--- src/rtl/option_store_ctrl.sv ---
// Option BRAM controller: stores parser words during board load, keeps a per-line
// base/count table, then serves pipelined (line, option) reads for the solver.
module option_store_ctrl #(
    parameter int MAX_ROWS        = 11,
    parameter int MAX_COLS        = 11,
    parameter int MAX_NUM_OPTIONS = 84,
    parameter int DEPTH           = 1024,
    localparam int AW = $clog2(DEPTH),
    localparam int LW = $clog2(MAX_ROWS + MAX_COLS),
    localparam int OW = $clog2(MAX_NUM_OPTIONS)
) (
    input  logic          clk,
    input  logic          rst,
    input  logic          write_ready,
    input  logic [15:0]   line,
    input  logic [2:0]    flag,
    input  logic          board_done,
    input  logic          rd_req,
    input  logic [LW-1:0] rd_line,
    input  logic [OW-1:0] rd_opt,
    output logic          rd_ack,
    output logic          rd_valid,
    output logic [15:0]   rd_data,
    output logic          rd_err,
    output logic          bram_we,
    output logic [AW-1:0] bram_addr,
    output logic [15:0]   bram_din,
    input  logic [15:0]   bram_dout,
    output logic          loaded,
    output logic          overflow,
    output logic          busy
);

    localparam int NL = MAX_ROWS + MAX_COLS;
    localparam logic [2:0] FLAG_START = 3'b110;
    localparam logic [2:0] FLAG_END   = 3'b001;
    localparam logic [2:0] FLAG_OR    = 3'b010;

    typedef enum logic [1:0] {S_IDLE, S_LOAD, S_READY, S_ERROR} state_t;

    state_t        r_state;
    state_t        w_next_state;

    logic          r_wr_d;
    logic [AW:0]   r_wr_ptr;
    logic [LW-1:0] r_cur_line;
    logic [AW:0]   r_base [NL];
    logic [AW:0]   r_cnt  [NL];
    logic [2:0]    r_pipe_v;
    logic [2:0]    r_pipe_e;
    logic          r_bram_we;
    logic [AW-1:0] r_bram_addr;
    logic [15:0]   r_bram_din;
    logic          r_loaded;
    logic          r_overflow;

    logic          w_event;
    logic          w_start;
    logic          w_data;
    logic          w_line_bad;
    logic          w_full;
    logic          w_do_write;
    logic          w_do_start;
    logic          w_rd_line_ok;
    logic [LW-1:0] w_rd_idx;
    logic          w_rd_hit;
    logic [AW-1:0] w_rd_addr;
    logic [AW:0]   w_start_base;

    // A held strobe counts once: only the 0->1 transition is an event.
    assign w_event    = write_ready & ~r_wr_d;
    assign w_start    = w_event & (flag == FLAG_START);
    assign w_data     = w_event & ((flag == FLAG_OR) | (flag == FLAG_END));
    assign w_line_bad = (line[15:LW] != '0) || (32'(line[LW-1:0]) >= 32'(NL));
    assign w_full     = (r_wr_ptr == (AW+1)'(DEPTH));

    assign w_do_write   = (r_state == S_LOAD) & w_data & ~w_full;
    assign w_do_start   = (r_state != S_ERROR) & w_start & ~w_line_bad;
    assign w_start_base = (r_state == S_LOAD) ? r_wr_ptr : '0;

    assign w_rd_line_ok = 32'(rd_line) < 32'(NL);
    assign w_rd_idx     = w_rd_line_ok ? rd_line : '0;
    assign w_rd_hit     = w_rd_line_ok && (32'(rd_opt) < 32'(r_cnt[w_rd_idx]));
    assign w_rd_addr    = AW'(r_base[w_rd_idx]) + AW'(rd_opt);

    // NOTE: state lives in flops updated with <= so every reader sees the pre-edge value.
    always_ff @(posedge clk) begin
        if (rst) r_state <= S_IDLE;
        else     r_state <= w_next_state;
    end

    // NOTE: the default assignment first keeps this block free of inferred latches.
    always_comb begin
        w_next_state = r_state;
        case (r_state)
            S_IDLE, S_READY: begin
                if (w_start) w_next_state = w_line_bad ? S_ERROR : S_LOAD;
            end
            S_LOAD: begin
                if ((w_start && w_line_bad) || (w_data && w_full)) w_next_state = S_ERROR;
                else if (board_done)                               w_next_state = S_READY;
            end
            default: w_next_state = S_ERROR;
        endcase
    end

    // Any recognised parser event owns the BRAM port this cycle, so the read loses.
    always_comb begin
        busy   = (r_state == S_LOAD);
        rd_ack = (r_state == S_READY) & rd_req & ~(w_start | w_data);
    end

    // NOTE: the line tables are small register arrays, so they are cleared by reset like any flop.
    always_ff @(posedge clk) begin
        if (rst) begin
            r_wr_d      <= 1'b0;
            r_wr_ptr    <= '0;
            r_cur_line  <= '0;
            r_pipe_v    <= '0;
            r_pipe_e    <= '0;
            r_bram_we   <= 1'b0;
            r_bram_addr <= '0;
            r_bram_din  <= '0;
            r_loaded    <= 1'b0;
            r_overflow  <= 1'b0;
            for (int i = 0; i < NL; i++) begin
                r_base[i] <= '0;
                r_cnt[i]  <= '0;
            end
        end else begin
            r_wr_d    <= write_ready;
            r_bram_we <= w_do_write;
            r_loaded  <= (w_next_state == S_READY);
            if (w_next_state == S_ERROR) r_overflow <= 1'b1;

            r_pipe_v <= {r_pipe_v[1:0], rd_ack};
            r_pipe_e <= {r_pipe_e[1:0], rd_ack & ~w_rd_hit};

            if (w_do_write) begin
                r_bram_addr         <= r_wr_ptr[AW-1:0];
                r_bram_din          <= line;
                r_wr_ptr            <= r_wr_ptr + (AW+1)'(1);
                r_cnt[r_cur_line]   <= r_cnt[r_cur_line] + (AW+1)'(1);
            end else if (rd_ack && w_rd_hit) begin
                r_bram_addr <= w_rd_addr;
            end

            if (w_do_start) begin
                // A START outside LOAD begins a fresh board from address 0.
                if (r_state != S_LOAD) begin
                    r_wr_ptr <= '0;
                    for (int i = 0; i < NL; i++) r_cnt[i] <= '0;
                end
                r_cur_line               <= line[LW-1:0];
                r_base[line[LW-1:0]]     <= w_start_base;
                r_cnt[line[LW-1:0]]      <= '0;
            end
        end
    end

    assign bram_we   = r_bram_we;
    assign bram_addr = r_bram_addr;
    assign bram_din  = r_bram_din;
    assign loaded    = r_loaded;
    assign overflow  = r_overflow;
    assign rd_valid  = r_pipe_v[2];
    assign rd_err    = r_pipe_e[2];
    assign rd_data   = (r_pipe_v[2] && !r_pipe_e[2]) ? bram_dout : '0;

endmodule

--- config.mk ---
export PLATFORM = sky130hd
export DESIGN_NAME = option_store_ctrl
export DESIGN_NICKNAME = d
export VERILOG_FILES = /design/src/rtl/option_store_ctrl.sv
export SDC_FILE = /design/constraint.sdc
export NUM_CORES = 1
export LEC_CHECK = 0
export ABC_AREA = 1
export BUFFER_PORTS_ARGS = -buffer_cell sky130_fd_sc_hd__buf_2
export CAP_MARGIN = 20
export CORE_UTILIZATION = 25
export CTS_CLUSTER_SIZE = 12
export DETAILED_ROUTE_END_ITERATION = 10
export SETUP_SLACK_MARGIN = 0.3
export SYNTH_ARGS = -nofsm -noshare
export SYNTH_HDL_FRONTEND = slang
export SYNTH_SLANG_ARGS = --single-unit
--- constraint.sdc ---
create_clock -name clk -period 4.41 [get_ports clk]
set_clock_uncertainty 0.2 [all_clocks]
set_input_delay 0.6615 -clock clk [delete_from_list [all_inputs] [get_ports clk]]
set_output_delay 0.6615 -clock clk [all_outputs]
set_load 0.01 [all_outputs]
==> results of run 1 <==
-- logic make-up (layout without fill, tap and decap cells) --
| kind of cell | Yosys count | after routing |
|---|---|---|
| xor gates and xnor gates | 9 | 9 |
| AOI/OAI and AO/OA | 679 | 679 |
| adders and majority gates | 17 | 17 |
| and+or+nand+nor | 1641 | 1641 |
| buffers and inverters | 438 | 694 |
| other | 1 | 20 |
| DFF | 651 | 651 |
-- final timing paths --
check                                    end  slack, ps  depth (start not counted)
worst max-delay path            r_cnt[28][9]        510                         17
worst min register to register   r_pipe_v[1]        200                          2
worst min-delay path                  r_wr_d         60                          3
worst max register to register  r_cnt[28][9]        510                         17
-- what timing repair did --
action                                  in CTS  in global routing
setup buffers                                0                  3
pin swaps                                    0                  1
gates cloned                                 0                  2
endpoints found under the setup margin      11                 20
gates resized for setup                      2                 14
-- through the flow --
step	TNS, ps	hold slack [ps]	instances	total power [mW]	area (µm²)
3_3_place_gp	-6890	196	5226	8.32	36000
6_report	0	60.0	5361	14.2	38500
5_1_grt	0	78.0	5361	14.6	38500
2_1_floorplan	0	188	3455	7.72	31900
3_5_place_dp	-6130	200	5228	8.33	36000
4_1_cts	0	26.6	5356	14.2	38300
-- cell usage after synthesis, types with 10 or more instances --
master,count
nor2_1,788
edfxtp_1,592
nand2_1,578
o21ai_0,310
nand3_1,191
a21oi_1,167
inv_1,158
buf_2,125
clkbuf_1,102
o22ai_1,64
dfxtp_1,59
o211ai_1,53
buf_4,21
o221ai_1,19
nor3_1,18
ha_1,16
buf_1,13
nand4_1,13
nor2_2,13
or2_2,10
-- layer usage --
| metal | vias up | part of all wire (%) | wire length [µm] |
|---|---|---|---|
| met4 | 0 | 3.2 | 3330 |
| met1 | 13006 | 42 | 44000 |
| li1 | 12193 | - | - |
| met5 | - | 0 | 0 |
| met2 | 1371 | 46 | 48800 |
| met3 | 217 | 8.8 | 9310 |
-- power by group through the flow --
stage / sequential [mW] / combinational [mW] / clock (mW)
after global routing: 6.97 / 1.39 / 6.29
after CTS: 6.95 / 1.25 / 6.04
after global placement: 7.08 / 1.24 / 0
final: 6.96 / 1.29 / 5.99
after floorplan: 7.05 / 0.671 / 0
after detailed placement: 7.08 / 1.24 / 0
-- worst register-to-register path, cell delays in order, from the launching register on --
cell and delay, ps:
dfxtp_4 410, inv_6 250, buf_12 250, buf_4 330, buf_4 210, o21ai_0 80
o211ai_1 260, nand3_1 100, nand2_1 120, nand2_1 100, nand2_2 110, o211ai_1 100
nor2_1 150, nand3_1 80, nand2_1 70, nand2_1 40, nand2_1 410, inv_1 300
-- flip-flops by register name, summed over array words and instances (netlist names), 2 cells and up, named ones only --
| name | flops |
|---|---|
| bram_addr | 10 |
| bram_din | 16 |
| r_base | 240 |
| r_cnt | 352 |
| r_cur_line | 5 |
| r_pipe_e | 3 |
| r_pipe_v | 3 |
| r_state | 2 |
| r_wr_ptr | 11 |
-- area by class of cell --
| cell class | count | area [µm²] |
|---|---|---|
| inverters | 169 | 651 |
| fillers | 12863 | 87300 |
| repair buffers | 397 | 3490 |
| clock buffers | 94 | 1920 |
| multi-input cells | 2366 | 11000 |
| flip-flops and latches | 651 | 19000 |
| well taps | 1650 | 2060 |
| clock inverters | 34 | 379 |
==> out/results.ini, run 1 <==
[sta]
worst-slew-pin-transition_ps = 1100
setup_slack_ps = 507
rsz0062_at_grt = no
min_period_ps = 3900
slew_headroom_pct = 26.7
drv_slew = 0
finalSetupViolCount = 0
hold_viol_final = 0
finalCritPeriodShare_pct = 88.5
fmax_mhz = 256

[worst_setup_path]
critical-path-max-stage-delay_ps = 410
cp.required_ps = 4520
crit_type = reg2reg
cp-start-kind = flop
crit_family = buffers and inverters
arrival_ps = 4010
crit_top_cell = nand2_1
crit_fanout = 36
worst_setup_path_end_kind = flop
crit_chain = inv_6 > buf_12 > buf_4 > buf_4 > o21ai_0 > o211ai_1 > nand3_1 > nand2_1 > nand2_1 > nand2_2 > o211ai_1 > nor2_1 > nand3_1 > nand2_1 > nand2_1 > nand2_1 > inv_1
path_buf_inv = 5
slowest_stage = dfxtp_4

[synthesis]
avgSynthCellArea_um2 = 9.24
seq_area_frac_synth_pct = 59.7
synth_top_area_share_pct = 56.0
ys_ff_latch = 651
synth_fa_ha_area_share_pct = 0.694
yosysTopAreaCell = edfxtp_1
synthMuxAreaShare_pct = 0
yosysUniqueCellTypes = 55
synthCells = 3436
yosys.area_share.simple_pct = 21.0
ys.flop_type = edfxtp_1
synthXorXnorAreaFrac_pct = 0.248
synth_async_sr_flop_share_pct = 0
synth_compound_area_share_pct = 12.2
yosys-top-cells-area = edfxtp_1 56%, nor2_1 9.3%, nand2_1 6.8%
synthesis.area_mm2 = 0.0317
synth_top_family_by_area = simple AND/OR/NAND/NOR gates
yosysWarnings = 0
synth-edff-count = 592

[die]
pin_count = 101
fp.dieArea_mm2 = 0.128
die_w_um = 358
rows = 130
coreArea_mm2 = 0.126
start_util_pct = 25.2
die-height_um = 358

[routing]
firstDrtPassIters = 6
wirelength_um = 105000
ant_nets = 0
route.detailed.drc = 0
vias = 26787
drt_iter0_markers = 3275
wl_per_cell_um = 19.7
via_per_inst = 5.00

[clock_tree]
cts.sinks = 651
numCtsBuffers = 73
hold_buffers = 0
clkTransAtPathRegs_ps = 60
cts_buffer_depth = 3
htreeDepth = 3
cts_tree = done
cts_root_buffer = clkbuf_16
clock_latency_ps = 640

[power_and_ir_drop]
p_switching_mw = 3.45
leakage_nw = 14.3
irDropWorstVdd_mv = 0.259
p_clk_share_pct = 42.1
p_int_mw = 10.8
seqPwrFrac_pct = 48.9
p_sw_share_pct = 24.2
power_density_mw_per_mm2 = 370
power_frac_comb_pct = 9.0

[placed_design]
hpwl_um = 70600
gp_congestion = 0.898
io_buffer_count = 100
dpl_worst_slack_ps = -584

[hold_path]
hold_start = write_ready
worstHoldPathType = in2reg

[finish]
final_cell_mix = 786 x nor2_1, 592 x edfxtp_1, 574 x nand2_1
finish.utilization_pct = 30.6
n_antenna_cell = 0
final_nets = 3727
final_common_cell = nor2_1
areaGrowthSynthToFinish_pct = 21.2
drive_above_1_share_pct = 15.3

[grt]
grt_usage_pct = 15.9
antenna_found_initial = 0
grtUsageMet1_pct = 21.9
met3_usage_pct = 2.14
busiest_layer = met2
grt_max_degree = 167
grt_overflow = 0
grt_use_met2_pct = 25.5
grt_pass1_wl_um = 156000
grt_pass1_vias = 25024

[outcome]
outcome = finished clean

[job]
drv_cap = 0

Power figures use the tool's default switching activity.
==> run 2: changes to the inputs <==
ABC_AREA = 0   (was 1)
CELL_PAD_IN_SITES_DETAIL_PLACEMENT = 0   (was default)
CELL_PAD_IN_SITES_GLOBAL_PLACEMENT = 1   (was default)
PLACE_DENSITY_LB_ADDON = 0.1   (was default)
==> out/results.ini, run 2 <==
[synthesis]
synth_top_area_share_pct = 57.7
synth.most_common_cell = edfxtp_1
avgSynthCellArea_um2 = 12.0
synth_async_sr_flop_share_pct = 0
yosysWarnings = 0
yosysTopAreaCell = edfxtp_1
synthCells = 2557
seq_area_frac_synth_pct = 61.5
ys.flop_type = edfxtp_1
synth_compound_area_share_pct = 8.12
synth_fa_ha_area_share_pct = 0.717
synth-edff-count = 590
yosys.area_share.simple_pct = 15.7
synthMuxAreaShare_pct = 9.79
yosys-top-cells-area = edfxtp_1 58%, mux4_2 8.4%, nor2_1 6.6%
synthesis.area_mm2 = 0.0307
synth_top_family_by_area = simple AND/OR/NAND/NOR gates
yosysUniqueCellTypes = 76
synthXorXnorAreaFrac_pct = 0.656
ys_ff_latch = 649
synthTopCellsByCount = 590 x edfxtp_1, 539 x nor2_1, 301 x nand2_1, 147 x clkbuf_1, 114 x mux4_2

[routing]
route.detailed.drc = 0
drt_iter0_markers = 1842
via_per_inst = 4.93
wirelength_um = 116000
ant_nets = 0
firstDrtPassIters = 5
vias = 22459
wl_per_cell_um = 25.5

[sta]
hold_ws_ps = 51.7
rsz0062_at_grt = yes
drv_slew = 0
slew_headroom_pct = 38.3
min_period_ps = 3990
setup_slack_ps = 419
hold_viol_final = 0
finalCritPeriodShare_pct = 90.5
finalSetupViolCount = 0
tns_ps = 0
worst-slew-pin-transition_ps = 924
fmax_mhz = 251

[worst_setup_path]
crit_type = in2reg
critical-path-max-stage-delay_ps = 460
cp.required_ps = 4760
path_buf_inv = 5
worst_setup_path_end_kind = flop
cp-start-kind = primary input
crit_fanout = 15
crit_family = compound AO/OA/AOI/OAI gates
slowest_stage = o311ai_1
crit_chain = buf_2 > o21a_1 > nor2_4 > buf_12 > buf_4 > a221oi_1 > o311ai_1 > buf_4 > o31ai_1 > a21oi_2 > ha_1 > inv_1 > fa_1 > nor2b_2 > o31a_1 > o21ai_0 > nand2b_1 > a21o_1 > nand3_1 > xor2_1 > o31ai_1
arrival_ps = 4340

[grt]
grt_pass1_wl_um = 166000
antenna_found_initial = 5
grt_pass1_vias = 22858
grt_usage_pct = 18.5
grt_overflow = 0
grt_max_degree = 40

[clock_tree]
clock_latency_ps = 670
cts.sinks = 649
cts_root_buffer = clkbuf_16
clkTransAtPathRegs_ps = 60
cts_buffer_depth = 3
htreeDepth = 3
cts_tree = done
hold_buffers = 0
numCtsBuffers = 82

[finish]
design_area_mm2 = 0.0383
final_common_cell = edfxtp_1
top_register = r_cnt
finish.utilization_pct = 31.4
final_nets = 2930
drive_above_1_share_pct = 24.4
areaGrowthSynthToFinish_pct = 24.7
instances_no_fill = 4552
largest_reg_flops = 352
final_cell_mix = 590 x edfxtp_1, 535 x nor2_1, 299 x nand2_1

[die]
die-height_um = 352
start_util_pct = 25.2
rows = 128
coreArea_mm2 = 0.122
pin_count = 101
die_w_um = 352
fp.dieArea_mm2 = 0.124

[placed_design]
io_buffer_count = 100
dp_cells = 4397
dpl-instance-area_mm2 = 0.0354
dpl_worst_slack_ps = -345
hpwl_um = 83900
gp_congestion = 0.846

[outcome]
outcome = finished clean

[hold_path]
worstHoldPathType = in2reg

[power_and_ir_drop]
leakage_nw = 13.6
p_total_mw = 15.2
power_density_mw_per_mm2 = 398
irDropWorstVdd_mv = 0.223

[job]
drv_cap = 0

## run 2: worst register-to-register path: cells and delay by family (launching register included)
kind,cells,cell delay [ps]
AO/OA/AOI/OAI,1,310
XOR/XNOR,1,310
buffers and inverters,2,630
flip-flops,1,720
multiplexers,2,550
AND/OR/NAND/NOR,4,950
## run 2: area by class of cell
type                       count  area, µm²
clock inverter                51        619
fill                       12234      83600
tap                         1625       2030
inverter                      31        116
clock buffer                  97       2150
antenna                        2       5.00
multi-input combinational   1680      11000
timing repair buffer         417       3460
sequential                   649      18900
## run 2: logic make-up after synthesis
family	count (synthesis)
flip-flops	649
AND/OR/NAND/NOR	1117
XOR/XNOR	23
other	1
AO/OA/AOI/OAI	352
buffers and inverters	245
adder cells (fa/ha/maj)	17
multiplexers	153
## run 2: report_power, final
| group | total, mW | switching [mW] | internal, mW | leakage [nW] |
|---|---|---|---|---|
| sequential | 6.91 | 0.0756 | 6.83 | 6.50 |
| combinational | 1.31 | 0.802 | 0.512 | 5.74 |
| clock | 7.03 | 2.77 | 4.25 | 1.36 |
## run 2: worst paths after layout
kind                             startpoint           end  slack [ps]  cells past startpoint
worst min register to register  r_pipe_v[0]   r_pipe_v[1]         240                      1
worst max register to register         flop  r_cnt[8][10]         490                     10
worst max-delay path             rd_line[3]  bram_addr[8]         420                     21
worst min-delay path            write_ready        r_wr_d          50                      2
## run 2: timing repair
action | 4_1_cts | 5_1_grt
endpoints found under the setup margin | 10 | 65
resized for setup | 1 | 15
pin swaps | 0 | 1
setup buffers | 0 | 4
gates cloned | 0 | 1
## run 2: metal layers
layer,part of all wire [%],global-route usage (%),vias up
li1,-,-,10098
met3,5.5,3.13,141
met2,46,29.4,676
met1,46,25.8,11544
met5,0,0,-
met4,2.5,5.04,0
